<file path="config.mk">
export PLATFORM = sky130hd
export DESIGN_NAME = mem_arbiter_flat
export DESIGN_NICKNAME = d
export VERILOG_FILES = /design/src/rtl/mem_arb_pkg.sv /design/src/rtl/mem_arbiter_if.sv /design/src/rtl/mem_arb_resp_pipe.sv /design/src/rtl/mem_arbiter.sv /design/src/flat_wrapper.sv
export SDC_FILE = /design/constraint.sdc
export NUM_CORES = 1
export LEC_CHECK = 0
export ABC_AREA = 1
export ABC_CLOCK_PERIOD_IN_PS = 2380
export BUFFER_PORTS_ARGS = -buffer_cell sky130_fd_sc_hd__buf_2
export CAP_MARGIN = 20
export CELL_PAD_IN_SITES_DETAIL_PLACEMENT = 1
export CELL_PAD_IN_SITES_GLOBAL_PLACEMENT = 1
export CORE_AREA = 2 2 107 109
export CTS_CLUSTER_SIZE = 20
export DETAILED_ROUTE_END_ITERATION = 8
export DIE_AREA = 0 0 109 111
export PLACE_DENSITY = 0.91
export SLEW_MARGIN = 5
export SYNTH_ARGS = -nofsm -noshare
export SYNTH_HDL_FRONTEND = slang
export SYNTH_SLANG_ARGS = --single-unit
</file>
<file path="constraint.sdc">
create_clock -name clk_i -period 2.38 [get_ports clk_i]
set_clock_uncertainty 0.2 [all_clocks]
set_input_delay 0.238 -clock clk_i [delete_from_list [all_inputs] [get_ports clk_i]]
set_output_delay 0.238 -clock clk_i [all_outputs]
set_load 0.005 [all_outputs]
</file>
<file path="src/rtl/mem_arb_pkg.sv">
// mem_arb_pkg
//   Shared types and constants for the fetch/data memory arbiter.
//   owner_e    : which requester a memory access belongs to
//   resp_tag_t : per-access bookkeeping carried down the response pipeline
//   WE_*       : memory write-enable codes (00 read, 01 byte, 10 half, 11 word)
package mem_arb_pkg;

   typedef enum logic {
      OWN_FETCH = 1'b0,
      OWN_DATA  = 1'b1
   } owner_e;

   typedef struct packed {
      logic   valid;
      owner_e owner;
      logic   is_write;
   } resp_tag_t;

   localparam logic [1:0] WE_NONE = 2'b00;
   localparam logic [1:0] WE_BYTE = 2'b01;
   localparam logic [1:0] WE_HALF = 2'b10;
   localparam logic [1:0] WE_WORD = 2'b11;

   // Width of the starvation counter; StarveLimit must fit in it.
   localparam int StarveCntBits = 4;

   function automatic logic we_is_write(input logic [1:0] we);
      return we != WE_NONE;
   endfunction

endpackage

</file>
<file path="src/rtl/mem_arbiter_if.sv">
// mem_arbiter_if
//   Bundles the fetch port, the data port and the shared-memory port of the
//   arbiter. Signal suffixes are relative to the arbiter (_i = into arbiter).
//   modport slave  : the arbiter itself
//   modport master : the environment (fetch/data logic and memory macro)
//   Parameter RegBits : address/data width
interface mem_arbiter_if #(
   parameter int RegBits = 32
) ();
   // fetch port
   logic               if_req_i;
   logic [RegBits-1:0] if_addr_i;
   logic               if_gnt_o;
   logic               if_rvalid_o;
   logic [RegBits-1:0] if_rdata_o;
   // data port
   logic               dm_req_i;
   logic [RegBits-1:0] dm_addr_i;
   logic [1:0]         dm_we_i;
   logic [RegBits-1:0] dm_wdata_i;
   logic               dm_gnt_o;
   logic               dm_rvalid_o;
   logic [RegBits-1:0] dm_rdata_o;
   // shared memory port
   logic               mem_req_o;
   logic [RegBits-1:0] mem_addr_o;
   logic [1:0]         mem_we_o;
   logic [RegBits-1:0] mem_wdata_o;
   logic [RegBits-1:0] mem_rdata_i;

   modport slave (
      input  if_req_i, if_addr_i,
      output if_gnt_o, if_rvalid_o, if_rdata_o,
      input  dm_req_i, dm_addr_i, dm_we_i, dm_wdata_i,
      output dm_gnt_o, dm_rvalid_o, dm_rdata_o,
      output mem_req_o, mem_addr_o, mem_we_o, mem_wdata_o,
      input  mem_rdata_i
   );

   modport master (
      output if_req_i, if_addr_i,
      input  if_gnt_o, if_rvalid_o, if_rdata_o,
      output dm_req_i, dm_addr_i, dm_we_i, dm_wdata_i,
      input  dm_gnt_o, dm_rvalid_o, dm_rdata_o,
      input  mem_req_o, mem_addr_o, mem_we_o, mem_wdata_o,
      output mem_rdata_i
   );
endinterface

</file>
<file path="src/rtl/mem_arb_resp_pipe.sv">
// mem_arb_resp_pipe
//   ReadLatency-deep shift register of response tags. A tag entering on
//   tag_i appears on tag_o exactly ReadLatency clock edges later, which is
//   when the memory presents the matching read data.
//   clk_i  : clock, rising edge
//   rst_ni : synchronous active-low clear (drops everything in flight)
//   tag_i  : tag of the access granted this cycle (valid=0 when idle)
//   tag_o  : tag at the pipeline tail
module mem_arb_resp_pipe
   import mem_arb_pkg::*;
#(
   parameter int ReadLatency = 1
) (
   input  logic      clk_i,
   input  logic      rst_ni,
   input  resp_tag_t tag_i,
   output resp_tag_t tag_o
);

   resp_tag_t [ReadLatency-1:0] stage_q;
   resp_tag_t [ReadLatency-1:0] stage_d;

   always_comb begin
      stage_d[0] = tag_i;
      for (int i = 1; i < ReadLatency; i++) begin
         stage_d[i] = stage_q[i-1];
      end
   end

   always_ff @(posedge clk_i) begin
      if (!rst_ni) begin
         stage_q <= '0;
      end else begin
         stage_q <= stage_d;
      end
   end

   assign tag_o = stage_q[ReadLatency-1];

endmodule

</file>
<file path="src/rtl/mem_arbiter.sv">
// mem_arbiter
//   Shares one single-port memory between instruction fetch and data access.
//   Grants are combinational (request granted this cycle or it stalls); data
//   wins conflicts unless fetch has lost StarveLimit conflicts in a row.
//   Responses come back ReadLatency cycles after the grant, routed to the
//   owner; data writes get an ack with zero rdata.
//   Ports:
//     clk_i, rst_ni : clock, synchronous active-low reset
//     bus           : mem_arbiter_if.slave (fetch, data and memory ports)
//     conflict_cnt_o, starve_force_cnt_o : only with MEM_ARB_PERF_EN defined;
//                     cycles with both requests / cycles fetch won by starvation
//   Parameters: RegBits (width), ReadLatency (1..4), StarveLimit (1..15)
//   Build option: define MEM_ARB_PERF_EN to add the two performance counters.
module mem_arbiter
   import mem_arb_pkg::*;
#(
   parameter int RegBits     = 32,
   parameter int ReadLatency = 1,
   parameter int StarveLimit = 4
) (
   input  logic          clk_i,
   input  logic          rst_ni,
   mem_arbiter_if.slave  bus
`ifdef MEM_ARB_PERF_EN
   ,
   output logic [31:0]   conflict_cnt_o,
   output logic [31:0]   starve_force_cnt_o
`endif
);

   localparam logic [StarveCntBits-1:0] StarveMax = StarveCntBits'(StarveLimit);

   logic [StarveCntBits-1:0] starve_cnt_q, starve_cnt_d;
   logic                     both_req;
   logic                     force_fetch;
   logic                     if_gnt, dm_gnt;
   logic [RegBits-1:0]       mem_addr, mem_wdata;
   logic [1:0]               mem_we;
   resp_tag_t                tag_in, tag_out;
   logic                     if_rvalid, dm_rvalid;

   always_comb begin
      both_req    = bus.if_req_i & bus.dm_req_i;
      force_fetch = both_req & (starve_cnt_q == StarveMax);
      // Grants are held low for the whole reset cycle, not just after it.
      if_gnt      = rst_ni & bus.if_req_i & (~bus.dm_req_i | force_fetch);
      dm_gnt      = rst_ni & bus.dm_req_i & ~if_gnt;

      starve_cnt_d = starve_cnt_q;
      if (if_gnt) begin
         starve_cnt_d = '0;
      end else if (both_req && (starve_cnt_q < StarveMax)) begin
         starve_cnt_d = starve_cnt_q + 1'b1;
      end

      // Fetch never writes; idle drives zeros on the memory port.
      mem_addr  = '0;
      mem_we    = WE_NONE;
      mem_wdata = '0;
      if (if_gnt) begin
         mem_addr = bus.if_addr_i;
      end else if (dm_gnt) begin
         mem_addr  = bus.dm_addr_i;
         mem_we    = bus.dm_we_i;
         mem_wdata = bus.dm_wdata_i;
      end

      tag_in.valid    = if_gnt | dm_gnt;
      tag_in.owner    = if_gnt ? OWN_FETCH : OWN_DATA;
      tag_in.is_write = dm_gnt & we_is_write(bus.dm_we_i);

      // Gating with rst_ni keeps responses silent during the reset cycle too.
      if_rvalid = rst_ni & tag_out.valid & (tag_out.owner == OWN_FETCH);
      dm_rvalid = rst_ni & tag_out.valid & (tag_out.owner == OWN_DATA);
   end

   always_ff @(posedge clk_i) begin
      if (!rst_ni) begin
         starve_cnt_q <= '0;
      end else begin
         starve_cnt_q <= starve_cnt_d;
      end
   end

   mem_arb_resp_pipe #(
      .ReadLatency (ReadLatency)
   ) u_resp_pipe (
      .clk_i  (clk_i),
      .rst_ni (rst_ni),
      .tag_i  (tag_in),
      .tag_o  (tag_out)
   );

   assign bus.if_gnt_o    = if_gnt;
   assign bus.dm_gnt_o    = dm_gnt;
   assign bus.mem_req_o   = if_gnt | dm_gnt;
   assign bus.mem_addr_o  = mem_addr;
   assign bus.mem_we_o    = mem_we;
   assign bus.mem_wdata_o = mem_wdata;

   assign bus.if_rvalid_o = if_rvalid;
   assign bus.if_rdata_o  = if_rvalid ? bus.mem_rdata_i : '0;
   assign bus.dm_rvalid_o = dm_rvalid;
   assign bus.dm_rdata_o  = (dm_rvalid && !tag_out.is_write) ? bus.mem_rdata_i : '0;

`ifdef MEM_ARB_PERF_EN
   logic [31:0] conflict_cnt_q, conflict_cnt_d;
   logic [31:0] starve_force_cnt_q, starve_force_cnt_d;

   always_comb begin
      conflict_cnt_d     = conflict_cnt_q + {31'd0, both_req};
      starve_force_cnt_d = starve_force_cnt_q + {31'd0, force_fetch};
   end

   always_ff @(posedge clk_i) begin
      if (!rst_ni) begin
         conflict_cnt_q     <= '0;
         starve_force_cnt_q <= '0;
      end else begin
         conflict_cnt_q     <= conflict_cnt_d;
         starve_force_cnt_q <= starve_force_cnt_d;
      end
   end

   assign conflict_cnt_o     = conflict_cnt_q;
   assign starve_force_cnt_o = starve_force_cnt_q;
`endif

endmodule
</file>
<file path="src/flat_wrapper.sv">
// flat-port wrapper written by rule: the top's interface ports become plain ports
module mem_arbiter_flat import mem_arb_pkg::*;
#(
   parameter int RegBits     = 32,
   parameter int ReadLatency = 1,
   parameter int StarveLimit = 4
)
  (clk_i, rst_ni, bus_if_req_i, bus_if_addr_i, bus_if_gnt_o, bus_if_rvalid_o, bus_if_rdata_o, bus_dm_req_i, bus_dm_addr_i, bus_dm_we_i, bus_dm_wdata_i, bus_dm_gnt_o, bus_dm_rvalid_o, bus_dm_rdata_o, bus_mem_req_o, bus_mem_addr_o, bus_mem_we_o, bus_mem_wdata_o, bus_mem_rdata_i);
  mem_arbiter_if #(.RegBits(RegBits)) bus_i ();
  input  logic clk_i;
  input  logic rst_ni;
  input wire logic [$bits(bus_i.if_req_i)-1:0] bus_if_req_i;
  input wire logic [$bits(bus_i.if_addr_i)-1:0] bus_if_addr_i;
  output wire logic [$bits(bus_i.if_gnt_o)-1:0] bus_if_gnt_o;
  output wire logic [$bits(bus_i.if_rvalid_o)-1:0] bus_if_rvalid_o;
  output wire logic [$bits(bus_i.if_rdata_o)-1:0] bus_if_rdata_o;
  input wire logic [$bits(bus_i.dm_req_i)-1:0] bus_dm_req_i;
  input wire logic [$bits(bus_i.dm_addr_i)-1:0] bus_dm_addr_i;
  input wire logic [$bits(bus_i.dm_we_i)-1:0] bus_dm_we_i;
  input wire logic [$bits(bus_i.dm_wdata_i)-1:0] bus_dm_wdata_i;
  output wire logic [$bits(bus_i.dm_gnt_o)-1:0] bus_dm_gnt_o;
  output wire logic [$bits(bus_i.dm_rvalid_o)-1:0] bus_dm_rvalid_o;
  output wire logic [$bits(bus_i.dm_rdata_o)-1:0] bus_dm_rdata_o;
  output wire logic [$bits(bus_i.mem_req_o)-1:0] bus_mem_req_o;
  output wire logic [$bits(bus_i.mem_addr_o)-1:0] bus_mem_addr_o;
  output wire logic [$bits(bus_i.mem_we_o)-1:0] bus_mem_we_o;
  output wire logic [$bits(bus_i.mem_wdata_o)-1:0] bus_mem_wdata_o;
  input wire logic [$bits(bus_i.mem_rdata_i)-1:0] bus_mem_rdata_i;
  assign bus_i.if_req_i = bus_if_req_i;
  assign bus_i.if_addr_i = bus_if_addr_i;
  assign bus_if_gnt_o = bus_i.if_gnt_o;
  assign bus_if_rvalid_o = bus_i.if_rvalid_o;
  assign bus_if_rdata_o = bus_i.if_rdata_o;
  assign bus_i.dm_req_i = bus_dm_req_i;
  assign bus_i.dm_addr_i = bus_dm_addr_i;
  assign bus_i.dm_we_i = bus_dm_we_i;
  assign bus_i.dm_wdata_i = bus_dm_wdata_i;
  assign bus_dm_gnt_o = bus_i.dm_gnt_o;
  assign bus_dm_rvalid_o = bus_i.dm_rvalid_o;
  assign bus_dm_rdata_o = bus_i.dm_rdata_o;
  assign bus_mem_req_o = bus_i.mem_req_o;
  assign bus_mem_addr_o = bus_i.mem_addr_o;
  assign bus_mem_we_o = bus_i.mem_we_o;
  assign bus_mem_wdata_o = bus_i.mem_wdata_o;
  assign bus_i.mem_rdata_i = bus_mem_rdata_i;
  mem_arbiter #(.RegBits(RegBits), .ReadLatency(ReadLatency), .StarveLimit(StarveLimit)) u_core (.clk_i(clk_i), .rst_ni(rst_ni), .bus(bus_i));
endmodule
</file>
==> results.md, run 1 <==
* Status: complete, no violations
* Post-Synthesis Cell Area at 0.00160 mm2
* HPWL after DPL at 7680 um
* Post-CTS setup buffers at 0
* Row Count at 39
* Worst vdd ir at 178 uV
* Clock-pin slew of the registers on the worst-case setup and hold paths at 0.04 ns
* Initial antenna violation count at 1
* Setup TNS at 0 ns
* Critical Path, Cell by Cell: inv_1, ha_1, nand3_2, nand2_1, nand2_4, nand2_4, nor2_1, buf_2
* Crit-path max cell delay at 0.35 ns
* Starting Density at 14.4%
* Net Count, Synth at 468
* Power density cells at 256 mW/mm2
* R2R Path End: u_core.u_resp_pipe.tag_o[0]$_SDFF_PN0_
* H-tree levels at 1
* R2r setup slk at 0.74 ns
* Rel. slew slack at 67.1%
* First-pass GRT wire length at 12800 um
* Hold Path End: u_core.u_resp_pipe.tag_o[0]$_SDFF_PN0_
* Syn Area/Cell at 4.82 um2
* Largest net degree at the start of global routing at 37
* HP Class: in2reg
* Worst-case clock buffer depth at 2
* Synthesized instance count at 332
* Combinational Power Share at 48.9%
* Top_reg_cell synth: dfxtp_1
* Setup crit end kind: primary output
* Lkg Pwr at 2.35 nW
* Worst Path Buf+Inv at 2
* Register bit total from synthesis at 7
* Skew-Pair Late Insertion Delay at 0.23 ns
* Core Footprint at 0.0111 mm2
* Max frequency at 454 MHz
* Vias at 2925
* Final hold vios at 0
* Flop pwr share at 15.7%
* Clock Sink Count at 7
* CP max FO at 36
* Tcrit/Tclk final at 92.6%
* Die Y at 111 um
* Routed wire length at 8850 um
* Vias per Instance at 3.97
* Die Outline Area at 0.0121 mm2
* Synth async-reset ratio at 0%
* Die width at 109 um
* Seq/Total Area, Yosys at 8.76%
* Max Cap Viol at 0
* Element type at the critical path start: register
* Int Power at 0.532 mW
* CTS Root Cell: clkbuf_16
* Overflow after GRT at 0
* Area Overhead vs Synth at 95.4%
* P_sw at 0.268 mW
* Slew Limit Fails at 0
* Antenna Nets Post-Route at 0
* Detailed-route DRC error count at 0
* Crit-path slowest cell: dfxtp_1
* Post-synth EDFFs at 0
* Vias in the first global route at 2758
* Share of post-route cells with drive strength above 1 at 53.0%
* Reg-to-Reg Start: u_core.starve_cnt_q[0]$_SDFFE_PP0P_
* IO Port Bufs at 268
* Global placement routability congestion at 0.758
* Min Tclk post-route at 2.20 ns
* RSZ-0062 raised after global routing: false
* Worst EP arrival at 1.77 ns
* Post-cts sizing count at 0
* Switching power share of the total at 33.5%
* Hold path depth at 3
* CP Class: reg2out
* Final layout net count at 729
* Cell repeated most along the worst path: nand2_4
* Synth warn at 0
* Pre-antenna DRT Iters at 4
* Final setup fails at 0
* Worst-margin pin slew at 0.493 ns
* Post-place instance area at 0.00305 mm2
* Hold path start: bus_dm_we_i[0]
* Design Area, Final at 0.00313 mm2
* Family with the most delay on the worst path: simple AND/OR/NAND/NOR gates
* Iteration-0 DRC Markers at 126
* Netlist cell types at 17
* CTS tree: yes
* Avg WL per Cell at 12.0 um
* GRT Overall Usage at 13.3%
* Number of CTS-inserted buffers at 3
* CTS Hold Bufs at 0
* Worst path required time at 1.94 ns
* Clock share of power at 35.4%
* I/O Pins at 269
* R2R depth at 7
-- registers in the layout, indices dropped and copies added (netlist names) --
name,flops
u_core.starve_cnt_q,4
u_core.u_resp_pipe.tag_o,3
-- layout by cell type (no fill, tap or decap) --
cell / n
buf_12: 1
clkbuf_1: 1
nand3_1: 36
nand2_1: 69
inv_1: 78
clkinv_2: 1
dfxtp_1: 7
a21oi_4: 1
diode_2: 1
nor2_2: 21
nand3_2: 1
nand2_4: 2
ha_1: 2
nor2_1: 85
inv_2: 1
buf_4: 5
nand2_2: 10
clkbuf_16: 3
buf_2: 268
-- kinds of logic (layout without fill, tap and decap cells) --
kind of cell / count (synthesis) / after routing / synth area share (%)
adders and majority gates: 2 / 2 / 1.56
AOI/OAI and AO/OA: 1 / 1 / 1.02
buffers and inverters: 98 / 358 / 27.1
and+or+nand+nor: 224 / 224 / 61.5
DFF: 7 / 7 / 8.76
other: 0 / 1 / 0
-- how the worst max path moves through the flow --
| stage | start | end | slack [ns] | cells past startpoint |
|---|---|---|---|---|
| floorplan | u_core.starve_cnt_q[0]$_SDFFE_PP0P_ | bus_mem_addr_o[10] | 0.77 | 8 |
| global placement | u_core.starve_cnt_q[0]$_SDFFE_PP0P_ | bus_mem_wdata_o[22] | 0.48 | 8 |
| detailed placement | u_core.starve_cnt_q[0]$_SDFFE_PP0P_ | bus_mem_wdata_o[31] | 0.38 | 8 |
| CTS | u_core.starve_cnt_q[0]$_SDFFE_PP0P_ | bus_mem_wdata_o[31] | 0.13 | 8 |
| global route | u_core.starve_cnt_q[0]$_SDFFE_PP0P_ | bus_mem_wdata_o[31] | 0.03 | 8 |
| finish | u_core.starve_cnt_q[0]$_SDFFE_PP0P_ | bus_mem_wdata_o[31] | 0.18 | 8 |
-- per-stage QoR --
| step | util (%) | cells | power, mW | setup WS (ns) | hold WS [ns] |
|---|---|---|---|---|---|
| final | 28.2 | 736 | 0.800 | 0.176 | 0.0573 |
| after global routing | 28.2 | 735 | 0.858 | 0.0282 | 0.0794 |
| after CTS | 28.2 | 735 | 0.815 | 0.128 | 0.0633 |
| after detailed placement | 27.5 | 731 | 0.527 | 0.383 | 0.296 |
| after global placement | 27.5 | 731 | 0.518 | 0.481 | 0.277 |
| after floorplan | - | 332 | 0.300 | 0.772 | 0.167 |
-- synthesized netlist by cell type, types with 2 or more instances --
library cell  instances  area, um2
nor2_1               85        319
inv_1                78        293
nand2_1              69        259
nand3_1              36        180
nor2_2               21        131
nand2_2              10       62.6
buf_2                 9       45.0
dfxtp_1               7        140
buf_6                 5       56.3
clkbuf_1              3       11.3
ha_1                  2       25.0
nand2_4               2       22.5
-- final cells by class --
class                           instances  area, um2
Tap cell                              143        179
Antenna cell                            1       2.50
Clock buffer                            4       78.8
Multi-Input combinational cell        227       1030
Inverter                               80        302
Timing Repair Buffer                  274       1400
Sequential cell                         7        140
Fill cell                            1548       7950
-- power by group through the flow --
stage	combinational (mW)	clock (mW)	sequential, mW
floorplan	0.173	0	0.127
global placement	0.391	0	0.127
detailed placement	0.400	0	0.127
CTS	0.402	0.287	0.126
global route	0.442	0.290	0.126
finish	0.391	0.283	0.126
-- worst min-delay path, stage by stage --
cell and delay, ns:
buf_2 0.09, nor2_1 0.04, nor2_1 0.08
-- routing by layer --
layer  GRT usage (%)  vias to the layer above  share of wire [%]
met4            3.33                        0                1.1
met1            13.2                     1290                 35
met3            3.12                        8                 12
li1                -                     1459                  -
met5               0                        -                  0
met2            26.7                      168                 52
Power figures use the tool's default switching activity.
==> run 2: changes to the inputs <==
- CTS_BUF_LIST: unset -> sky130_fd_sc_hd__clkbuf_16
==> run 2 against run 1 <==
  * Sequential share of layout area is the same
  * Sequential cell count did not move
  * Non-clock buffer count did not move
  * Critical path depth stayed put
  * Largest cell class unchanged
  * Largest power group unchanged
  * Highest routed layer unchanged
==> results.md, run 2 (synthesis gave the netlist of run 1 again) <==
* Status: complete, no violations
* Rel. slew slack at 67.1%
* Cell repeated most along the worst path: nand2_4
* Overflow after GRT at 0
* Max Cap Viol at 0
* Setup crit end kind: primary output
* M1 WL at 3110 um
* Post-cts sizing count at 0
* Family with the most delay on the worst path: simple AND/OR/NAND/NOR gates
* Largest net degree at the start of global routing at 37
* Row Count at 39
* Post-CTS setup buffers at 0
* CTS tree: yes
* Final worst setup slack at 0.176 ns
* First-pass GRT wire length at 12800 um
* Crit-path slowest cell: dfxtp_1
* Met2 WL at 4610 um
* Number of CTS-inserted buffers at 3
* Clock Sink Count at 7
* Avg WL per Cell at 12.0 um
* Setup TNS at 0 ns
* I/O Pins at 269
* Area Overhead vs Synth at 95.4%
* CTS Root Cell: clkbuf_16
* Met3 Wirelength at 1040 um
* IO Port Bufs at 268
* Skew-Pair Late Insertion Delay at 0.23 ns
* Final layout net count at 729
* Core Footprint at 0.0111 mm2
* Antenna Nets Post-Route at 0
* Worst-margin pin slew at 0.493 ns
* Die Outline Area at 0.0121 mm2
* Vias per Instance at 3.97
* Worst path required time at 1.94 ns
* Worst-case clock buffer depth at 2
* Global placement routability congestion at 0.758
* Commonest non-fill, non-tap cell in the layout: buf_2
* Lkg Pwr at 2.36 nW
* Final Total Pwr at 0.795 mW
* Power density cells at 254 mW/mm2
* Clock-pin slew of the registers on the worst-case setup and hold paths at 0.04 ns
* Element type at the critical path start: register
* GRT Overall Usage at 13.3%
* Die Y at 111 um
* CP max FO at 36
* Vias at 2925
* Tcrit/Tclk final at 92.6%
* Worst vdd ir at 178 uV
* Top Metal Used: met4
* Routed wire length at 8850 um
* HPWL after DPL at 7680 um
* Min Tclk post-route at 2.20 ns
* Hold WS at 0.0585 ns
* Max frequency at 454 MHz
* CP Class: reg2out
* Pre-CTS WS at 0.383 ns
* Biggest register: u_core.starve_cnt_q
* Initial antenna violation count at 1
* Final hold vios at 0
* RSZ-0062 raised after global routing: false
* Slew Limit Fails at 0
* Worst Path Buf+Inv at 2
* Die width at 109 um
* CTS Hold Bufs at 0
* Pre-antenna DRT Iters at 4
* H-tree levels at 1
* Vias in the first global route at 2758
* Share of post-route cells with drive strength above 1 at 53.0%
* Critical Path, Cell by Cell: inv_1, ha_1, nand3_2, nand2_1, nand2_4, nand2_4, nor2_1, buf_2
* Starting Density at 14.4%
* Iteration-0 DRC Markers at 127
* Final Util at 28.2%
* Detailed-route DRC error count at 0
* Worst EP arrival at 1.77 ns
* Crit-path max cell delay at 0.35 ns
* Max FFs per register at 4
* Final setup fails at 0
* HP Class: in2reg
* Commonest non-fill, non-tap cells in the layout: buf_2, nor2_1, inv_1
==> run 2: layout make-up <==
type | instances | area (um2)
clock buffer | 3 | 75.1
tap | 143 | 179
sequential | 7 | 140
fill | 1548 | 7950
multi-input combinational | 227 | 1030
timing repair buffer | 274 | 1400
antenna | 1 | 2.50
inverter | 80 | 302
clock inverter | 1 | 3.75
==> run 2: worst paths after layout <==
| path | slack, ns | end | start | cells past startpoint |
|---|---|---|---|---|
| max | 0.18 | bus_mem_wdata_o[31] | u_core.starve_cnt_q[0]$_SDFFE_PP0P_ | 8 |
| min | 0.06 | u_core.u_resp_pipe.tag_o[0]$_SDFF_PN0_ | bus_dm_we_i[0] | 3 |
| max reg2reg | 0.74 | u_core.u_resp_pipe.tag_o[0]$_SDFF_PN0_ | u_core.starve_cnt_q[0]$_SDFFE_PP0P_ | 7 |
| min reg2reg | 0.30 | u_core.starve_cnt_q[3]$_SDFFE_PP0P_ | u_core.starve_cnt_q[3]$_SDFFE_PP0P_ | 2 |
==> run 2: layer usage <==
layer,up-vias,global-route usage (%)
li1,1459,-
met4,0,3.33
met1,1290,13.2
met3,8,3.12
met5,-,0
met2,168,26.7
==> run 2: worst register-to-register path, stage by stage, from the launching register on <==
cell and delay (ns):
dfxtp_1 0.32, inv_1 0.08, ha_1 0.16, nand3_2 0.11, nand2_1 0.12, nand2_4 0.08, nand2_4 0.37, nor2_1 0.08
==> run 2: metrics by stage <==
| stage | area, um2 | instances |
|---|---|---|
| after global routing | 3120 | 735 |
| final | 3130 | 736 |
| after global placement | 3050 | 731 |
| after floorplan | 1600 | 332 |
| after CTS | 3120 | 735 |
| after detailed placement | 3050 | 731 |
==> run 2: where the power goes <==
| group | switching, mW | internal (mW) | total [mW] |
|---|---|---|---|
| Sequential | 0.00244 | 0.123 | 0.126 |
| Combinational | 0.205 | 0.187 | 0.391 |
| Clock | 0.0606 | 0.218 | 0.279 |
| Total | 0.268 | 0.528 | 0.795 |
